**src/rtl/uart_pkg.sv**
```systemverilog
// Shared UART definitions: receiver state encoding and the default bit period.
package uart_pkg;

  localparam int DEFAULT_CLKS_PER_BAUD = 1250;

  typedef enum logic [2:0] {
    IDLE,
    START,
    DATA,
    PARITY,
    STOP,
    DONE,
    WAIT_HIGH
  } rx_state_t;

endpackage

```
**src/rtl/uart_rx_sync.sv**
```systemverilog
// Two-flop synchronizer for the asynchronous serial line; resets to the idle-high level.
module uart_rx_sync (
  input  logic clk,
  input  logic nRst,
  input  logic serial,
  output logic sync
);

  logic meta;

  // NOTE: clocked state uses non-blocking assignments so both flops sample the old values on the same edge.
  always_ff @(posedge clk or negedge nRst) begin
    if (!nRst) begin
      meta <= 1'b1;
      sync <= 1'b1;
    end else begin
      meta <= serial;
      sync <= meta;
    end
  end

endmodule

```
**src/rtl/uart_rx.sv**
```systemverilog
// UART receiver: start, 8 data bits LSB first, even parity, stop; mid-bit sampling.
module uart_rx
  import uart_pkg::*;
#(
  parameter int CLKS_PER_BAUD = DEFAULT_CLKS_PER_BAUD
) (
  input  logic       clk,
  input  logic       nRst,
  input  logic       rx_serial,
  output logic [7:0] rx_byte,
  output logic       rx_ready,
  output logic       parity_err,
  output logic       frame_err,
  output logic       busy
);

  localparam int            CW   = $clog2(CLKS_PER_BAUD);
  localparam logic [CW-1:0] LAST = CW'(CLKS_PER_BAUD - 1);
  localparam logic [CW-1:0] HALF = CW'((CLKS_PER_BAUD - 1) / 2);

  logic          rx_sync;
  rx_state_t     state_q, state_d;
  logic [CW-1:0] count_q, count_d;
  logic [2:0]    index_q, index_d;
  logic [7:0]    shift_q, shift_d;
  logic          par_pend_q, par_pend_d;
  logic [7:0]    byte_d;
  logic          perr_d, ferr_d;

  uart_rx_sync u_sync (
    .clk    (clk),
    .nRst   (nRst),
    .serial (rx_serial),
    .sync   (rx_sync)
  );

  // The visible results are loaded on the edge into DONE so they are valid with the pulse.
  assign rx_ready = (state_q == DONE);
  assign busy     = (state_q != IDLE);

  // NOTE: every signal gets its hold value first so no path through the case can infer a latch.
  always_comb begin
    state_d    = state_q;
    count_d    = count_q;
    index_d    = index_q;
    shift_d    = shift_q;
    par_pend_d = par_pend_q;
    byte_d     = rx_byte;
    perr_d     = parity_err;
    ferr_d     = frame_err;

    unique case (state_q)
      IDLE: begin
        count_d = '0;
        if (!rx_sync) state_d = START;
      end
      START: begin
        if (count_q == HALF) begin
          count_d = '0;
          if (!rx_sync) begin
            state_d = DATA;
            index_d = '0;
          end else begin
            state_d = IDLE;
          end
        end else begin
          count_d = count_q + CW'(1);
        end
      end
      DATA: begin
        if (count_q == LAST) begin
          count_d          = '0;
          shift_d[index_q] = rx_sync;
          if (index_q == 3'd7) state_d = PARITY;
          else                 index_d = index_q + 3'd1;
        end else begin
          count_d = count_q + CW'(1);
        end
      end
      PARITY: begin
        if (count_q == LAST) begin
          count_d    = '0;
          par_pend_d = (^shift_q) ^ rx_sync;
          state_d    = STOP;
        end else begin
          count_d = count_q + CW'(1);
        end
      end
      STOP: begin
        if (count_q == LAST) begin
          count_d = '0;
          byte_d  = shift_q;
          perr_d  = par_pend_q;
          ferr_d  = !rx_sync;
          state_d = DONE;
        end else begin
          count_d = count_q + CW'(1);
        end
      end
      DONE: begin
        // A low stop bit may be a break; wait for the line to recover before hunting again.
        state_d = frame_err ? WAIT_HIGH : IDLE;
      end
      WAIT_HIGH: begin
        if (rx_sync) state_d = IDLE;
      end
      default: state_d = IDLE;
    endcase
  end

  always_ff @(posedge clk or negedge nRst) begin
    if (!nRst) begin
      state_q    <= IDLE;
      count_q    <= '0;
      index_q    <= '0;
      shift_q    <= '0;
      par_pend_q <= 1'b0;
      rx_byte    <= 8'h00;
      parity_err <= 1'b0;
      frame_err  <= 1'b0;
    end else begin
      state_q    <= state_d;
      count_q    <= count_d;
      index_q    <= index_d;
      shift_q    <= shift_d;
      par_pend_q <= par_pend_d;
      rx_byte    <= byte_d;
      parity_err <= perr_d;
      frame_err  <= ferr_d;
    end
  end

endmodule

```
**config.mk**
```make
export PLATFORM = sky130hd
export DESIGN_NAME = uart_rx
export DESIGN_NICKNAME = d
export VERILOG_FILES = /design/src/rtl/uart_pkg.sv /design/src/rtl/uart_rx_sync.sv /design/src/rtl/uart_rx.sv
export SDC_FILE = /design/constraint.sdc
export NUM_CORES = 1
export LEC_CHECK = 0
export ABC_AREA = 1
export ABC_CLOCK_PERIOD_IN_PS = 2000
export BUFFER_PORTS_ARGS = -buffer_cell sky130_fd_sc_hd__buf_4
export CORE_ASPECT_RATIO = 1.4
export CORE_UTILIZATION = 60
export DETAILED_ROUTE_END_ITERATION = 16
export PLACE_DENSITY = 0.86
export SLEW_MARGIN = 20
export SYNTH_ARGS = -nofsm -noshare
export SYNTH_HDL_FRONTEND = slang
export SYNTH_SLANG_ARGS = --single-unit
```
**constraint.sdc**
```tcl
create_clock -name clk -period 2 [get_ports clk]
set_input_delay 0.4 -clock clk [delete_from_list [all_inputs] [get_ports clk]]
set_output_delay 0.4 -clock clk [all_outputs]
set_load 0.02 [all_outputs]
```
==> metrics.txt <==
status completed; number of global-route vias before repair 1742; Tmin final 1.74 ns; Initial Utilization 0.642; Worst-Skew Late Latency roughly 0.29 ns; all-layer global routing usage 0.252; cell family with most CP delay flip-flops; critical path data arrival time 1.34 ns; growth of design area from synthesis to finish 9.60%; Post-Syn Area 0.00223 mm^2; maximum vdd drop 0.533 mV; Worst Reg-to-Reg Cells 9; Worst setup SP type flip-flop; RSZ-0062 raised after global routing no; TNS Setup 0 ns; Post-DRT Antenna Nets 0; Clock Skew 0.00219 ns; endpoints failing setup 0; number of I/O pins 15; CTS clk-pin slew, worst paths 0.07 ns; commonest non-fill, non-tap cell in the layout nand2_1; Leakage roughly 1.3 nW; final hold violations 0; final clock period utilization by the worst path 0.868; Rel. slew slack 0.651; CP max FO 8; via count approximately 1.9k; first-pass GRT wire length around 7200 um; Final GP Congestion 0.852; HPWL after detailed placement 3190 um; layout cell share with drive strength beyond 1 0.173; Slew @ Worst Pin 0.519 ns; Resize count post-CTS 0; max-cap violations 0; cell breakdown of the critical path inv_1 > nor3_1 > buf_4; most frequent cells in the layout nand2_1, inv_1, dfrtp_1; DRC Markers 0; Syn Area/Cell about 7.6 um^2; port buffer count 14; slowest CP cell dfrtp_1; nature of the critical path endpoint output port; largest cells by area after synthesis dfrtp_1, nand2_1, nand3_1; # diodes 0; Stages on worst setup path 3; largest net degree at the start of global routing 39; FF-to-FF Start count_q[1]; initial antenna violation count 0; GRT overflow 0; post-synthesis register bit count 38; DIE WIDTH 53.5 um; Synth Net Count 303; Final Max Tran Viols 0; clk root buf clkbuf_8; Post-Synthesis Cells 295; routed vias/inst 5.37; DR WL/cell ~12 um; YS warnings 0; post-route setup slack 0.264 ns; WS Path Type flip-flop to output port; Max Freq 576 MHz; CP Buf/Inv Count 2; post-synth top area share 0.404; DR pass1 iterations 4; Hold WC Path Type input port to asynchronous set/reset pin; Final nets 320; pwr dens about 550 mW/mm^2; core area around 0.0035 mm^2; Req. time, crit path ~1.6 ns; post-CTS setup buffer count 0; drt total wl approximately 4300 um; Row Count 25; largest stage delay on the critical path 0.54 ns; CTS Buffer Depth 2; Die Y 74.1 um; Die ar. 0.00396 mm^2; clk sinks 38; area leader, netlist dfrtp_1; CP Launch Point state_q[2]; R2R Path End count_q[4]; Hold Buf Count CTS 0; initial DRC count 54; Synth cell types 29; CTS Buf Count 5; H-tree depth 2; post-synthesis sequential area ratio 0.428; Critical Path Sink rx_ready; Reg2Reg Setup Slack 0.37 ns; TritonCTS clock tree built; Post-Place Setup Slack slightly above 0.4 ns
==> synthesized netlist by cell type (all sizes together) <==
cell and n:
nor3b 1, xor2 2, or2 3, dfrtp 36
nor2 28, a21oi 1, buf 5, dfstp 2
nand2 99, nand4 5, xnor2 1, inv 41
o21ai 25, nor3 7, nand3 33, o31ai 1
ha 5
==> per-stage QoR <==
step / instances / hold slack (ns) / total power, W / instance area (um^2) / utilization
3_3_place_gp: 345 / 0.346 / 0.000817 / 2350 / 0.676
4_1_cts: 353 / 0.0741 / 0.00136 / 2440 / 0.703
6_report: 353 / 0.0557 / 0.00136 / 2440 / 0.703
2_1_floorplan: 295 / 0.104 / 0.000798 / 2230 / -
5_1_grt: 353 / 0.104 / 0.00140 / 2440 / 0.703
3_5_place_dp: 345 / 0.349 / 0.000817 / 2350 / 0.676
==> worst min-delay path by stage <==
stage                           start          end  slack, ns  depth (start not counted)
final                            nRst   count_q[1]       0.06                          1
after global routing             nRst   state_q[2]       0.10                          1
after CTS                        nRst   state_q[2]       0.07                          1
after detailed placement  u_sync.meta  u_sync.sync       0.35                          0
after global placement    u_sync.meta  u_sync.sync       0.35                          0
after floorplan                  nRst   count_q[0]       0.10                          0
==> worst reg2reg max path: cells and delay by family, from the launching register on <==
family / cells / cell delay [ns]
buf+inv: 2 / 0.22
flops: 1 / 0.40
fa+ha+maj: 1 / 0.16
simple gates: 6 / 0.74
==> layout make-up <==
cell class | count | area, um^2
Multi-Input combinational cell | 211 | 1080
Fill cell | 283 | 1030
Sequential cell | 38 | 953
Inverter | 41 | 154
Timing Repair Buffer | 15 | 113
Clock buffer | 6 | 82.6
Tap cell | 40 | 50.0
Clock inverter | 2 | 12.5
==> per-layer routing <==
layer,part of all wire,track usage,vias to the layer above
li1,-,-,960
met1,0.42,0.285,886
met2,0.52,0.438,39
met3,0.033,0.0593,10
met4,0.027,0.117,0
met5,0,0,-
==> state kept, by name (all words and copies together), names as in the netlist <==
| name | count |
|---|---|
| state_q | 3 |
| frame_err | 1 |
| count_q | 11 |
| par_pend_q | 1 |
| u_sync.sync | 1 |
| parity_err | 1 |
| rx_byte | 8 |
| shift_q | 8 |
| u_sync.meta | 1 |
| index_q | 3 |
==> where the power goes <==
group	leakage, nW	internal (W)	switching, W
Clock	0.0472	0.000277	0.000277
Sequential	0.509	0.000772	0.00000209
Combinational	0.705	0.00000583	0.0000222
==> cells by family (layout without fill, tap and decap cells) <==
logic type | count (synthesis) | after routing | synth area share
compound gates | 27 | 27 | 0.0853
xor+xnor | 3 | 3 | 0.0118
fa+ha+maj | 5 | 5 | 0.0281
buf+inv | 46 | 64 | 0.0887
flops | 38 | 38 | 0.428
simple gates | 176 | 176 | 0.358
Power figures use the tool's default switching activity.
